==> config.mk <==
export PLATFORM = sky130hd
export DESIGN_NAME = pong_engine_flat
export DESIGN_NICKNAME = d
export VERILOG_FILES = /design/src/rtl/pong_engine_if.sv /design/src/rtl/pong_engine.sv /design/src/flat_wrapper.sv
export SDC_FILE = /design/constraint.sdc
export NUM_CORES = 1
export LEC_CHECK = 0
export ABC_AREA = 1
export ABC_CLOCK_PERIOD_IN_PS = 6500
export BUFFER_PORTS_ARGS = -buffer_cell sky130_fd_sc_hd__buf_2
export CAP_MARGIN = 20
export CELL_PAD_IN_SITES_DETAIL_PLACEMENT = 1
export CELL_PAD_IN_SITES_GLOBAL_PLACEMENT = 1
export CORE_ASPECT_RATIO = 0.75
export CORE_MARGIN = 8
export CORE_UTILIZATION = 48
export CTS_CLUSTER_DIAMETER = 80
export DETAILED_ROUTE_END_ITERATION = 6
export PLACE_DENSITY = 0.94
export SYNTH_ARGS = -nofsm -noshare
export SYNTH_HDL_FRONTEND = slang
export SYNTH_SLANG_ARGS = --single-unit
==> constraint.sdc <==
create_clock -name clk -period 6.5 [get_ports clk]
set_clock_uncertainty 0.15 [all_clocks]
set_input_delay 0.325 -clock clk [delete_from_list [all_inputs] [get_ports clk]]
set_output_delay 0.325 -clock clk [all_outputs]
set_load 0.02 [all_outputs]
==> src/rtl/pong_engine_if.sv <==
// Frame-level I/O of the Pong engine: vsync and keys in, sprite coordinates,
// scores and game status out to the renderers.
interface pong_engine_if;
  logic       vsync;
  logic       up0_n, down0_n, up1_n, down1_n, serve_n;
  logic [9:0] pad0_y, pad1_y;
  logic [9:0] ball_x, ball_y;
  logic [3:0] score0, score1;
  logic [1:0] state;
  logic       collision;
  logic       winner;

  modport master (
    output vsync, up0_n, down0_n, up1_n, down1_n, serve_n,
    input  pad0_y, pad1_y, ball_x, ball_y, score0, score1, state, collision, winner
  );

  modport slave (
    input  vsync, up0_n, down0_n, up1_n, down1_n, serve_n,
    output pad0_y, pad1_y, ball_x, ball_y, score0, score1, state, collision, winner
  );
endinterface

==> src/rtl/pong_engine.sv <==
// Pong game core: paddles, ball, scoring and serve/point/over sequencing,
// all advanced once per frame on the vsync falling edge using coordinate tests.
module pong_engine #(
  parameter int H_RES        = 640,
  parameter int V_RES        = 480,
  parameter int BORDER       = 8,
  parameter int PAD_X0       = 16,
  parameter int PAD_X1       = 616,
  parameter int PAD_W        = 8,
  parameter int PAD_H        = 64,
  parameter int BALL_S       = 8,
  parameter int PAD_SPEED    = 4,
  parameter int BALL_DX      = 2,
  parameter int BALL_DY      = 2,
  parameter int WIN_SCORE    = 7,
  parameter int POINT_FRAMES = 60
) (
  input  logic         clk,
  input  logic         reset,
  pong_engine_if.slave io
);
  localparam int PAD_MAX = V_RES - BORDER - PAD_H;
  localparam int PAD_C   = (V_RES - PAD_H) / 2;
  localparam int BX_C    = (H_RES - BALL_S) / 2;
  localparam int BY_C    = (V_RES - BALL_S) / 2;
  localparam int PCW     = $clog2(POINT_FRAMES + 1);
  localparam logic [3:0] WS = 4'(WIN_SCORE);

  typedef enum logic [1:0] {SERVE = 2'd0, PLAY = 2'd1, POINT = 2'd2, OVER = 2'd3} state_t;
  state_t st, st_nxt;

  logic [4:0]     key_m, key_s;
  logic           vs_q, tick;
  logic           up0, dn0, up1, dn1, serve;
  logic [9:0]     pad0_y, pad1_y, ball_x, ball_y;
  logic [3:0]     score0, score1;
  logic           dir_x, dir_y, serve_dir;  // dir_x 1 = right, dir_y 1 = down
  logic           collision, winner;
  logic [PCW-1:0] pt_cnt;

  int   nx, ny, p0, p1;
  logic hit0, hit1, miss0, miss1, wall_top, wall_bot, pt_done, win_any;

  always_ff @(posedge clk) begin
    vs_q <= io.vsync;
    if (reset) begin
      key_m <= '1;
      key_s <= '1;
    end else begin
      key_m <= {io.serve_n, io.down1_n, io.up1_n, io.down0_n, io.up0_n};
      key_s <= key_m;
    end
  end

  assign {serve, dn1, up1, dn0, up0} = ~key_s;
  assign tick = vs_q & ~io.vsync;

  function automatic logic [9:0] pad_step(input logic [9:0] y, input logic up, input logic dn);
    int v;
    v = int'(y);
    if (up && !dn)      v = (v - PAD_SPEED < BORDER)  ? BORDER  : v - PAD_SPEED;
    else if (dn && !up) v = (v + PAD_SPEED > PAD_MAX) ? PAD_MAX : v + PAD_SPEED;
    return 10'(v);
  endfunction

  // Geometry is evaluated in signed int so a ball near x=0 cannot wrap.
  always_comb begin
    p0       = int'(pad0_y);
    p1       = int'(pad1_y);
    nx       = dir_x ? int'(ball_x) + BALL_DX : int'(ball_x) - BALL_DX;
    ny       = dir_y ? int'(ball_y) + BALL_DY : int'(ball_y) - BALL_DY;
    hit0     = !dir_x && (nx <= PAD_X0 + PAD_W) && (nx + BALL_S > PAD_X0)
               && (ny + BALL_S > p0) && (ny < p0 + PAD_H);
    hit1     =  dir_x && (nx + BALL_S >= PAD_X1) && (nx < PAD_X1 + PAD_W)
               && (ny + BALL_S > p1) && (ny < p1 + PAD_H);
    miss0    = !dir_x && (int'(ball_x) < BALL_DX) && !hit0;
    miss1    =  dir_x && (nx + BALL_S >= H_RES) && !hit1;
    wall_top = (ny <= BORDER);
    wall_bot = (ny + BALL_S >= V_RES - BORDER);
    pt_done  = (pt_cnt == PCW'(POINT_FRAMES - 1));
    win_any  = (score0 == WS) || (score1 == WS);
  end

  always_comb begin
    st_nxt = st;
    if (tick) begin
      case (st)
        SERVE: if (serve) st_nxt = PLAY;
        PLAY:  if (miss0 || miss1) st_nxt = POINT;
        POINT: if (pt_done) st_nxt = win_any ? OVER : SERVE;
        OVER:  if (serve) st_nxt = SERVE;
      endcase
    end
  end

  always_ff @(posedge clk) begin
    if (reset) st <= SERVE;
    else       st <= st_nxt;
  end

  always_ff @(posedge clk) begin
    if (reset) begin
      pad0_y    <= 10'(PAD_C);
      pad1_y    <= 10'(PAD_C);
      ball_x    <= 10'(BX_C);
      ball_y    <= 10'(BY_C);
      score0    <= '0;
      score1    <= '0;
      dir_x     <= 1'b1;
      dir_y     <= 1'b1;
      serve_dir <= 1'b1;
      collision <= 1'b0;
      winner    <= 1'b0;
      pt_cnt    <= '0;
    end else begin
      collision <= 1'b0;
      if (tick) begin
        if (st == SERVE || st == PLAY) begin
          pad0_y <= pad_step(pad0_y, up0, dn0);
          pad1_y <= pad_step(pad1_y, up1, dn1);
        end
        case (st)
          SERVE: if (serve) begin
            dir_x <= serve_dir;
            dir_y <= 1'b1;
          end
          PLAY: if (miss0 || miss1) begin
            if (miss0) begin
              if (score1 != WS) score1 <= score1 + 4'd1;
              serve_dir <= 1'b0;
            end else begin
              if (score0 != WS) score0 <= score0 + 4'd1;
              serve_dir <= 1'b1;
            end
            ball_x <= 10'(BX_C);
            ball_y <= 10'(BY_C);
            pt_cnt <= '0;
          end else begin
            // A paddle hit snaps the ball flush to the paddle face.
            ball_x <= hit0 ? 10'(PAD_X0 + PAD_W) : hit1 ? 10'(PAD_X1 - BALL_S) : 10'(nx);
            if (hit0 || hit1) begin
              dir_x     <= hit0;
              collision <= 1'b1;
            end
            if (wall_top) begin
              ball_y <= 10'(BORDER);
              dir_y  <= 1'b1;
            end else if (wall_bot) begin
              ball_y <= 10'(V_RES - BORDER - BALL_S);
              dir_y  <= 1'b0;
            end else begin
              ball_y <= 10'(ny);
            end
          end
          POINT: begin
            pt_cnt <= pt_cnt + PCW'(1);
            if (pt_done && win_any) winner <= (score1 == WS);
          end
          OVER: if (serve) begin
            score0    <= '0;
            score1    <= '0;
            pad0_y    <= 10'(PAD_C);
            pad1_y    <= 10'(PAD_C);
            serve_dir <= 1'b1;
          end
        endcase
      end
    end
  end

  assign io.pad0_y    = pad0_y;
  assign io.pad1_y    = pad1_y;
  assign io.ball_x    = ball_x;
  assign io.ball_y    = ball_y;
  assign io.score0    = score0;
  assign io.score1    = score1;
  assign io.state     = st;
  assign io.collision = collision;
  assign io.winner    = winner;
endmodule

==> src/flat_wrapper.sv <==
// flat-port wrapper written by rule: the top's interface ports become plain ports
module pong_engine_flat 
#(
  parameter int H_RES        = 640,
  parameter int V_RES        = 480,
  parameter int BORDER       = 8,
  parameter int PAD_X0       = 16,
  parameter int PAD_X1       = 616,
  parameter int PAD_W        = 8,
  parameter int PAD_H        = 64,
  parameter int BALL_S       = 8,
  parameter int PAD_SPEED    = 4,
  parameter int BALL_DX      = 2,
  parameter int BALL_DY      = 2,
  parameter int WIN_SCORE    = 7,
  parameter int POINT_FRAMES = 60
)
  (clk, reset, io_vsync, io_up0_n, io_down0_n, io_up1_n, io_down1_n, io_serve_n, io_pad0_y, io_pad1_y, io_ball_x, io_ball_y, io_score0, io_score1, io_state, io_collision, io_winner);
  pong_engine_if io_i ();
  input  logic clk;
  input  logic reset;
  input wire logic [$bits(io_i.vsync)-1:0] io_vsync;
  input wire logic [$bits(io_i.up0_n)-1:0] io_up0_n;
  input wire logic [$bits(io_i.down0_n)-1:0] io_down0_n;
  input wire logic [$bits(io_i.up1_n)-1:0] io_up1_n;
  input wire logic [$bits(io_i.down1_n)-1:0] io_down1_n;
  input wire logic [$bits(io_i.serve_n)-1:0] io_serve_n;
  output wire logic [$bits(io_i.pad0_y)-1:0] io_pad0_y;
  output wire logic [$bits(io_i.pad1_y)-1:0] io_pad1_y;
  output wire logic [$bits(io_i.ball_x)-1:0] io_ball_x;
  output wire logic [$bits(io_i.ball_y)-1:0] io_ball_y;
  output wire logic [$bits(io_i.score0)-1:0] io_score0;
  output wire logic [$bits(io_i.score1)-1:0] io_score1;
  output wire logic [$bits(io_i.state)-1:0] io_state;
  output wire logic [$bits(io_i.collision)-1:0] io_collision;
  output wire logic [$bits(io_i.winner)-1:0] io_winner;
  assign io_i.vsync = io_vsync;
  assign io_i.up0_n = io_up0_n;
  assign io_i.down0_n = io_down0_n;
  assign io_i.up1_n = io_up1_n;
  assign io_i.down1_n = io_down1_n;
  assign io_i.serve_n = io_serve_n;
  assign io_pad0_y = io_i.pad0_y;
  assign io_pad1_y = io_i.pad1_y;
  assign io_ball_x = io_i.ball_x;
  assign io_ball_y = io_i.ball_y;
  assign io_score0 = io_i.score0;
  assign io_score1 = io_i.score1;
  assign io_state = io_i.state;
  assign io_collision = io_i.collision;
  assign io_winner = io_i.winner;
  pong_engine #(.H_RES(H_RES), .V_RES(V_RES), .BORDER(BORDER), .PAD_X0(PAD_X0), .PAD_X1(PAD_X1), .PAD_W(PAD_W), .PAD_H(PAD_H), .BALL_S(BALL_S), .PAD_SPEED(PAD_SPEED), .BALL_DX(BALL_DX), .BALL_DY(BALL_DY), .WIN_SCORE(WIN_SCORE), .POINT_FRAMES(POINT_FRAMES)) u_core (.clk(clk), .reset(reset), .io(io_i));
endmodule
==> summary.md <==
| Metric | Value |
|---|---|
| Status | `complete, no violations` |
| Cell area after layout | `a little under 0.008 mm2` |
| Clock tree from TritonCTS | `yes` |
| Post-detailed-route via-to-cell ratio | `6.08` |
| Unique cell type count in the Yosys netlist | `53` |
| Sum of routed wire length over all layers | `27500 um` |
| Hold Path Stages | `2` |
| Number of filler cells placed in the layout | `~2000` |
| Beginning of the worst hold path | `io_down0_n` |
| Endpoint type of the worst setup path | `register` |
| Multi-input gate area in the final layout | `around 0.005 mm2` |
| Post-CTS Setup Bufs | `0` |
| Antenna Violating Nets Remaining | `0` |
| Data required time of the worst path | `~6600 ps` |
| Dominant synthesized flop cell | `dfxtp_1` |
| Remaining Overflow, GRT | `0` |
| Area enclosed by the die boundary | `0.0191 mm2` |
| Pins Over Slew Limit | `0` |
| Yosys warning total | `0` |
| CTS clk-pin slew, worst paths | `60 ps` |
| Clk root buf | `clkbuf_16` |
| Cell area after technology mapping | `0.00714 mm2` |
| Commonest non-fill, non-tap cell in the layout | `nand2_1` |
| Combinational Power Share | `0.189` |
| Routability cong. | `0.946` |
| Max-slew headroom | `0.391` |
| Starting Density | `0.493` |
| Most area-hungry cell type in the Yosys netlist | `dfxtp_1` |
| Slew at the pin with the worst max-slew slack | `roughly 910 ps` |
| Synthesized instance count | `1080` |
| Growth of design area from synthesis to finish | `10.6%` |
| Async set-reset flop share out of synthesis | `0` |
| Count of routing violations after the opening detailed-route iteration | `between 800 and 900` |
| Startpoint of the lowest-slack register-to-register path | `u_core.dir_y` |
| Worst Reg-to-Reg Cells | `29` |
| Most area-consuming cells after synthesis | `dfxtp_1 20%, nand2_1 13%, ha_1 12%` |
| Row cnt | `38` |
| Peak Freq | `about 0.19 GHz` |
| Cell class contributing the biggest share of worst-path delay | `simple AND/OR/NAND/NOR gates` |
| Critical path buffer and inverter count | `3` |
| Post-detailed-route DRC marker count | `0` |
| Max Root-Sink Buffers | `2` |
| Crit start category | `register` |
| Worst path most repeated cell | `nand2_1` |
| Maximum VDD drop | `around 230 uV` |
| Share of the cycle needed by the critical path after routing | `0.830` |
| Horizontal die dimension | `157 um` |
| Share of total power in sequential cells | `0.366` |
| Number of buffers created by CTS | `9` |
| Deepest level of the CTS H-tree | `3` |
| Number of sinks driven by the clock tree | `70` |
| Total power | `0.00126 W` |
| Synthesized flop and latch total | `70` |
| Synthesized area per cell | `6.61 um2` |
| Max-cap violations | `0` |
| Largest net degree at the start of global routing | `52` |
| Worst setup slack for register-to-register paths | `between 1000 and 1500 ps` |
| Clock network power share | `0.445` |
| CP arrival | `between 5000 and 6000 ps` |
| Hold buffers post-CTS | `2` |
| Hold path endpoint | `u_core.key_m[1]` |
| Top cell type's share of synthesized area | `0.196` |
| Post-synth EDFFs | `0` |
| Count of input and output buffers | `57` |
| Type of the worst setup path | `register to register` |
| Final critical delay including setup and external delays | `5400 ps` |
| Vias in the first global route | `between 8000 and 9000` |
| DRT Pass-1 Iters | `5` |
| Crit path max fanout | `11` |
| Post-DR wirelength/cell | `20.6 um` |
| Delay of the slowest critical-path stage | `750 ps` |
| Most used cells in the layout excluding fill and tap cells | `244 x nand2_1, 111 x inv_1, 104 x nor2_1` |
| Core Box Area | `approximately 0.015 mm2` |
| Initial antenna violation count | `0` |
| Post-placement cell area | `0.00755 mm2` |
| I/O pin total | `60` |
| Gates resized, CTS repair | `0` |
| Register area | `0.00140 mm2` |
| Leakage dissipation | `3.80 nW` |
| Internal power | `0.000865 W` |
| Worst path setup slack after routing | `between 1000 and 1500 ps` |
| Type of the tightest min-delay check | `input port to register` |
| Switching part of the total power | `0.314` |
| Count of endpoints failing setup in the final report | `0` |
| Final hold vios | `0` |
| DIE HEIGHT | `122 um` |
| Setup repair after global routing missed its margin | `no` |
| Pre-CTS worst setup slack | `1520 ps` |
| Critical-path top delay cell | `dfxtp_1` |
| Wire length of the first global-routing pass | `43900 um` |
| Via total after detailed routing | `between 8000 and 9000` |
| Nets | `1201` |
| Endpoint of the most critical register-to-register path | `u_core.io.score0[1]` |
| Number of diodes | `0` |
| Overall routing resource usage | `0.288` |
| Areal power density over the cells | `approximately 160 mW/mm2` |
| Sequential share of the synthesized area | `0.196` |
| Switching Power | `0.000395 W` |
| Final HPWL from detailed placement | `19700 um` |
| Post-route setup TNS | `0 ps` |
| Layout cell share with drive strength beyond 1 | `0.176` |
| Clock latency on the worst-skew pair | `350 ps` |
==> flip-flops by register name (all words and copies together) (netlist names), 2 cells and up <==
register and count:
u_core.key_m 5, u_core.io.pad1_y 10, u_core.pt_cnt 6, u_core.io.pad0_y 10, u_core.io.ball_y 9, u_core.io.score1 4, u_core.io.score0 4, u_core.io.ball_x 9
u_core.key_s 5, u_core.io.state 2
==> metal layers <==
metal	share of wire	GRT usage
met5	0	0
met3	0.098	0.0778
met4	0.031	0.113
met1	0.43	0.375
met2	0.44	0.447
==> power groups by stage <==
| stage | combinational (W) | sequential [W] | clock, W |
|---|---|---|---|
| final | 0.000238 | 0.000461 | 0.000561 |
| after global routing | 0.000257 | 0.000462 | 0.000582 |
| after CTS | 0.000232 | 0.000460 | 0.000566 |
| after detailed placement | 0.000221 | 0.000470 | 0 |
| after global placement | 0.000211 | 0.000469 | 0 |
| after floorplan | 0.000163 | 0.000466 | 0 |
==> worst reg2reg max path: cells and delay by family (launching register included) <==
family | cells | cell delay (ps)
and+or+nand+nor | 24 | 3450
DFF | 1 | 750
buffers and inverters | 3 | 470
adders and majority gates | 2 | 470
==> cells by family after synthesis <==
| kind of cell | Yosys count | synth area share |
|---|---|---|
| AOI/OAI and AO/OA | 164 | 0.141 |
| and+or+nand+nor | 584 | 0.412 |
| DFF | 70 | 0.196 |
| adders and majority gates | 66 | 0.116 |
| buffers and inverters | 161 | 0.0923 |
| xor gates and xnor gates | 34 | 0.0427 |
| other | 1 | 0.000525 |
==> synthesized netlist by cell type, drive strengths merged, types with 13 or more instances <==
master and count:
dfxtp 70, o211ai 22, nand4 34, ha 66, o21ai 40, a21oi 75, nor2 132, nand2 283
inv 126, or2 13, nand3 90, clkbuf 18, xor2 30, nor3 19
==> how the worst max path moves through the flow <==
stage | start | end | slack, ps | cells past startpoint
after floorplan | u_core.io.ball_x[1] | u_core.io.state[1] | 2600 | 30
after global placement | u_core.dir_y | u_core.io.score0[1] | 1780 | 29
after detailed placement | u_core.dir_y | u_core.io.score0[1] | 1520 | 29
after CTS | u_core.dir_y | u_core.io.score0[1] | 1290 | 29
after global routing | u_core.dir_y | u_core.io.score0[1] | 700 | 29
final | u_core.dir_y | u_core.io.score0[1] | 1100 | 29
==> through the flow <==
step,hold WS [ps],util,std cells
3_3_place_gp,241,0.521,1314
4_1_cts,0.690,0.545,1332
3_5_place_dp,249,0.521,1314
6_report,3.24,0.545,1332
2_1_floorplan,203,-,1081
5_1_grt,1.15,0.545,1332
==> area by class of cell <==
type,instances,share of cell area
timing repair buffer,62,0.0415
tap,200,0.0317
sequential,70,0.177
clock buffer,11,0.0307
multi-input combinational,850,0.644
clock inverter,5,0.0103
inverter,134,0.0643
Note: power is estimated with default switching activity, not from simulation.
